--- config.mk ---
export PLATFORM = sky130hd
export DESIGN_NAME = bcd_chain_ctrl
export DESIGN_NICKNAME = d
export VERILOG_FILES = /design/src/rtl/bcd_chain_pkg.sv /design/src/rtl/tick_prescaler.sv /design/src/rtl/bcd_chain_ctrl.sv
export SDC_FILE = /design/constraint.sdc
export NUM_CORES = 1
export LEC_CHECK = 0
export ABC_AREA = 1
export ABC_CLOCK_PERIOD_IN_PS = 1810
export CAP_MARGIN = 20
export CORE_MARGIN = 8
export CORE_UTILIZATION = 41
export DETAILED_ROUTE_END_ITERATION = 16
export GPL_TIMING_DRIVEN = 0
export PLACE_DENSITY = 0.79
export SETUP_SLACK_MARGIN = 0.02
export SKIP_CTS_REPAIR_TIMING = 1
export SKIP_LAST_GASP = 1
export SLEW_MARGIN = 15
export SYNTH_ARGS = -nofsm -noshare
export SYNTH_HDL_FRONTEND = slang
export SYNTH_HIERARCHICAL = 1
export SYNTH_SLANG_ARGS = --single-unit
export TNS_END_PERCENT = 10
--- constraint.sdc ---
create_clock -name clock -period 1.81 [get_ports clock]
set_input_delay 0.362 -clock clock [delete_from_list [all_inputs] [get_ports clock]]
set_output_delay 0.362 -clock clock [all_outputs]
set_load 0.005 [all_outputs]
--- src/rtl/bcd_chain_pkg.sv ---
// Shared types and constants for the BCD chain run controller.
// Optional feature macro: BCD_CHAIN_AUTORELOAD_EN (see bcd_chain_ctrl).
package bcd_chain_pkg;

    typedef enum logic [2:0] {
        ST_CLR   = 3'd0,
        ST_IDLE  = 3'd1,
        ST_RUN   = 3'd2,
        ST_PAUSE = 3'd3,
        ST_DONE  = 3'd4
    } state_e;

    // Number of cycles the chain is held in clear.
    localparam int CLR_CYCLES = 2;
    localparam int CLR_CNT_W  = (CLR_CYCLES > 1) ? $clog2(CLR_CYCLES) : 1;

    function automatic logic bcd_digit_valid(input logic [3:0] digit);
        return digit <= 4'd9;
    endfunction

endpackage

--- src/rtl/tick_prescaler.sv ---
// Count-enable prescaler: one tick every PRESCALE enabled cycles; holds its
// position while disabled and returns to zero on 'zero'.
module tick_prescaler #(
    parameter int PRESCALE = 10
) (
    input  logic clock,
    input  logic reset,
    input  logic en,
    input  logic zero,
    output logic tick
);

    localparam int               CNT_W = (PRESCALE > 1) ? $clog2(PRESCALE) : 1;
    localparam logic [CNT_W-1:0] LAST  = CNT_W'(PRESCALE - 1);

    logic [CNT_W-1:0] cnt_q;
    logic [CNT_W-1:0] cnt_d;

    always_comb begin
        // NOTE: every combinational output gets a default first so no path
        // leaves it unassigned, which would infer a latch.
        cnt_d = cnt_q;
        if (zero) begin
            cnt_d = '0;
        end else if (en) begin
            cnt_d = (cnt_q == LAST) ? '0 : cnt_q + 1'b1;
        end
    end

    // NOTE: state registers use non-blocking assignment so every flop samples
    // pre-edge values regardless of process evaluation order.
    always_ff @(posedge clock or posedge reset) begin
        if (reset) begin
            cnt_q <= '0;
        end else begin
            cnt_q <= cnt_d;
        end
    end

    assign tick = en && (cnt_q == LAST);

endmodule

--- src/rtl/bcd_chain_ctrl.sv ---
// Run controller for a cascade of BCD digit counters: paces, clears and stops
// the chain at a programmable limit. Macro BCD_CHAIN_AUTORELOAD_EN restarts on match.
module bcd_chain_ctrl
    import bcd_chain_pkg::*;
#(
    parameter int DIGITS   = 4,
    parameter int PRESCALE = 10
) (
    input  logic                  clock,
    input  logic                  reset,
    input  logic                  start,
    input  logic                  stop,
    input  logic                  clear,
    input  logic [4*DIGITS-1:0]   limit,
    input  logic [4*DIGITS-1:0]   count,
    input  logic                  chain_eu,
    output logic                  chain_ei,
    output logic                  chain_clr_,
    output logic                  running,
    output logic                  done,
    output logic                  overflow
);

    localparam logic [CLR_CNT_W-1:0] CLR_LAST = CLR_CNT_W'(CLR_CYCLES - 1);

    state_e                 state_q, state_d;
    logic [CLR_CNT_W-1:0]   clr_cnt_q, clr_cnt_d;
    logic                   running_q, running_d;
    logic                   done_q, done_d;
    logic                   overflow_q, overflow_d;
`ifdef BCD_CHAIN_AUTORELOAD_EN
    logic                   reload_q, reload_d;
`endif

    logic limit_valid;
    logic match;
    logic tick;

    tick_prescaler #(
        .PRESCALE (PRESCALE)
    ) u_prescaler (
        .clock (clock),
        .reset (reset),
        .en    (state_q == ST_RUN),
        .zero  (state_q == ST_CLR),
        .tick  (tick)
    );

    // A limit holding any non-decimal digit can never be displayed, so it never matches.
    always_comb begin
        limit_valid = 1'b1;
        for (int i = 0; i < DIGITS; i++) begin
            if (!bcd_digit_valid(limit[4*i +: 4])) begin
                limit_valid = 1'b0;
            end
        end
    end

    assign match    = limit_valid && (count == limit);
    assign chain_ei = tick && !match;

    always_comb begin
        state_d   = state_q;
        clr_cnt_d = '0;
`ifdef BCD_CHAIN_AUTORELOAD_EN
        reload_d  = reload_q;
`endif

        case (state_q)
            ST_CLR: begin
                clr_cnt_d = clr_cnt_q + 1'b1;
                if (clr_cnt_q == CLR_LAST) begin
`ifdef BCD_CHAIN_AUTORELOAD_EN
                    state_d  = reload_q ? ST_RUN : ST_IDLE;
                    reload_d = 1'b0;
`else
                    state_d  = ST_IDLE;
`endif
                end
            end
            ST_IDLE: begin
                if (start && !stop) begin
                    state_d = ST_RUN;
                end
            end
            ST_RUN: begin
                if (stop) begin
                    state_d = ST_PAUSE;
                end else if (match) begin
`ifdef BCD_CHAIN_AUTORELOAD_EN
                    state_d  = ST_CLR;
                    reload_d = 1'b1;
`else
                    state_d  = ST_DONE;
`endif
                end
            end
            ST_PAUSE: begin
                if (start && !stop) begin
                    state_d = ST_RUN;
                end
            end
            ST_DONE: begin
                state_d = ST_DONE;
            end
            default: begin
                state_d = ST_CLR;
            end
        endcase

        if (clear) begin
            state_d   = ST_CLR;
            clr_cnt_d = '0;
`ifdef BCD_CHAIN_AUTORELOAD_EN
            reload_d  = 1'b0;
`endif
        end

        running_d = (state_d == ST_RUN);
`ifdef BCD_CHAIN_AUTORELOAD_EN
        // Only a match-driven entry into clear arms the reload, so this is the done pulse.
        done_d    = (state_q == ST_RUN) && (state_d == ST_CLR) && reload_d;
`else
        done_d    = (state_d == ST_DONE);
`endif

        overflow_d = overflow_q;
        if (state_q == ST_CLR) begin
            overflow_d = 1'b0;
        end else if (chain_ei && chain_eu) begin
            overflow_d = 1'b1;
        end
    end

    always_ff @(posedge clock or posedge reset) begin
        if (reset) begin
            state_q    <= ST_CLR;
            clr_cnt_q  <= '0;
            running_q  <= 1'b0;
            done_q     <= 1'b0;
            overflow_q <= 1'b0;
        end else begin
            state_q    <= state_d;
            clr_cnt_q  <= clr_cnt_d;
            running_q  <= running_d;
            done_q     <= done_d;
            overflow_q <= overflow_d;
        end
    end

`ifdef BCD_CHAIN_AUTORELOAD_EN
    always_ff @(posedge clock or posedge reset) begin
        if (reset) begin
            reload_q <= 1'b0;
        end else begin
            reload_q <= reload_d;
        end
    end
`endif

    assign chain_clr_ = (state_q != ST_CLR);
    assign running    = running_q;
    assign done       = done_q;
    assign overflow   = overflow_q;

endmodule

==> results.md <==
* H-tree depth at 1
* Worst-path cell chain: nor2_2, nand2_1, clkdlybuf4s50_1
* Clk sinks at 11
* Slew HR at 0.828
* R2R Setup Slk at 0.51 ns
* Synth top area share at 0.288
* Antenna viol nets, final at 0
* Row count at 17
* Area grow syn2layout at 68.7%
* Post-synth top area cell: dfrtp_1
* Die H at 64.3 µm
* Clock-pin slew on the worst setup and hold paths at 0.07 ns
* Crit path max fanout at 4
* Worst Path Buf+Inv at 1
* Fmax at 569 MHz
* Critical Path Max Stage Delay at 0.46 ns
* RSZ-0062 raised after global routing: true
* Die extent in x at 64.3 µm
* Port Buffers at 42
* Final cycle utilization of the critical path at 0.971
* Setup Skew at 0.00368 ns
* Max Cap Viol at 0
* Reg2reg start: state_q[0]
* Synth Flop Type: dfrtp_1
* # fillers at 186
* Largest net degree at the start of global routing at 8
* Critical path class: register to primary output
* Min-Delay Path Class: primary input to asynchronous set/reset pin
* Setup crit start kind: register
* Clk root buf: clkbuf_4
* GRT overflow at 0
* Pleak at 1.10 nW
* GR met1 Demand/Resource at 0.113
* DP Wirelength at 2230 µm
* Fin. max-slew vios at 0
* Number of global-route vias before repair at 1102
* CTS tree: yes
* Top-count cell post-synth: nand2_1
* DIE AREA at 4130 µm²
* Setup violators final at 0
* Max Buffers Root-to-Sink at 2
* Syn nets at 205
* Clock Latency Late Sink at 0.27 ns
* Final Hold Fails at 0
* Routed vias at 1168
* Vias/cell at 4.75
* Status: completed
* CTS Buf Count at 3
* Number of synthesized flops with an enable pin at 0
* Reg2Reg Capture Point: u_prescaler/cnt_q[2]
* Post-layout min period at 1.76 ns
* Cell area after synthesis at 955 µm²
* Antenna diode count at 0
* Cell Pwr Density at 403 nW/µm²
* Synth area leaders: dfrtp_1 (29%), nand2_1 (19%), inv_1 (14%)
* Initial antenna violation count at 0
* Routability cong. at 0.810
* Final nets at 259
* Peak supply drop at 0.329 mV
* Arr. time, crit path at 1.40 ns
* Worst Path Required at 1.45 ns
* Routed wire length per instance at 11.5 µm
* Post-Synthesis Cells at 165
* Post-synthesis sequential area ratio at 0.288
* Asr flop ratio synth at 1.00
* Iteration-0 DRC Markers at 16
* Slowest library cell on the worst path: clkdlybuf4s50_1
* GR Layer Usage met2 at 0.219
* IO Count at 43
* Count of state elements after synthesis at 11
* M3 GR Usage at 0.0523
* Mean Syn Cell Area at 5.79 µm²
* Initial core utilization at 0.432
* Detailed Route WL at 2840 µm
* GRT Util Overall at 0.119
* First-pass GRT wire length at 4120 µm
* Post-route DRC at 0
* Worst path top cell family by delay: buffers and inverters
* Synth top cells by count: nand2_1 (49), inv_1 (36), nor2_1 (30), dfrtp_1 (11), nand3_1 (6)
* Core Box Area at 2210 µm²
* Post-synthesis cell type count at 17
* Worst Tran Pin Value at 0.258 ns
* Fraction of layout cells with a size suffix above 1 at 0.170
* FF-to-FF path depth at 9
* Worst Setup End Kind: primary output
* Pre-antenna DRT Iters at 4
* Gr busiest metal: met2
* Pwr Total at 648 µW
* Ys Warns at 6
* Hold slack at 0.300 ns
==> stage by stage <==
step           cells  setup TNS (ns)   util  area [µm²]  worst slack [ns]
2_1_floorplan    165               0      -         955             0.376
3_3_place_gp     235          -0.517  0.637        1410            -0.517
3_5_place_dp     235          -0.534  0.637        1410            -0.534
4_1_cts          239          -0.557  0.649        1440            -0.557
5_1_grt          246         -0.0453  0.728        1610           -0.0258
6_report         246               0  0.728        1610            0.0518
==> cell usage in the layout (no fill, tap or decap), types with 4 or more instances in the layout <==
master / Yosys / final
nand2_1: 49 / 48
o21ai_1: 3 / 4
inv_2: 4 / 8
nand3_1: 6 / 6
buf_4: 0 / 7
nor2_1: 30 / 25
inv_1: 36 / 32
clkdlybuf4s50_1: 0 / 9
nor2_2: 4 / 7
dfrtp_1: 11 / 10
dlymetal6s2s_1: 0 / 32
==> worst reg2reg max path, stage by stage (launching register included) <==
cell and delay [ns]:
dfrtp_1 0.41, inv_2 0.09, nand2_2 0.07, nor2_4 0.15, inv_2 0.07, buf_4 0.14
nand2_2 0.09, nand3_1 0.07, nand2_1 0.08, nor2_1 0.04
==> layout make-up <==
| type | count | area (µm²) | share of cell area |
|---|---|---|---|
| inverter | 40 | 150 | 0.0932 |
| clock buffer | 4 | 26.3 | 0.0163 |
| tap | 28 | 35.0 | 0.0218 |
| sequential | 11 | 277 | 0.172 |
| timing repair buffer | 49 | 548 | 0.340 |
| multi-input combinational | 114 | 574 | 0.357 |
==> flip-flops by register name (all words and copies together), names as in the netlist <==
name	cells
state_q	3
overflow	1
u_prescaler/cnt_q	4
done	1
clr_cnt_q	1
running	1
==> metal layers <==
layer  share of wire  up-vias
li1                -      593
met1            0.38      537
met2            0.51       36
met3           0.096        2
met4          0.0095        0
met5               0        -
==> where the power goes <==
| part | internal, mW | switching (mW) |
|---|---|---|
| clock | 0.0854 | 0.0779 |
| sequential | 0.256 | 0.00889 |
| combinational | 0.114 | 0.107 |
| total | 0.455 | 0.193 |
==> worst max-delay path by stage <==
| stage | from | end | slack, ns | depth (start not counted) |
|---|---|---|---|---|
| 2_1_floorplan | state_q[0] | chain_ei | 0.38 | 7 |
| 3_3_place_gp | limit[2] | chain_ei | -0.52 | 11 |
| 3_5_place_dp | limit[5] | chain_ei | -0.53 | 11 |
| 4_1_cts | state_q[0] | chain_ei | -0.56 | 8 |
| 5_1_grt | state_q[0] | chain_ei | -0.03 | 8 |
| 6_report | state_q[1] | chain_clr_ | 0.05 | 3 |
==> cells by family after synthesis <==
family          Yosys count  share of synthesized area
compound gates           10                     0.0524
buf+inv                  40                      0.157
fa+ha+maj                 2                     0.0262
xor+xnor                  3                     0.0275
flops                    11                      0.288
simple gates             99                      0.448
No activity file was read; power rests on OpenSTA's default activity.
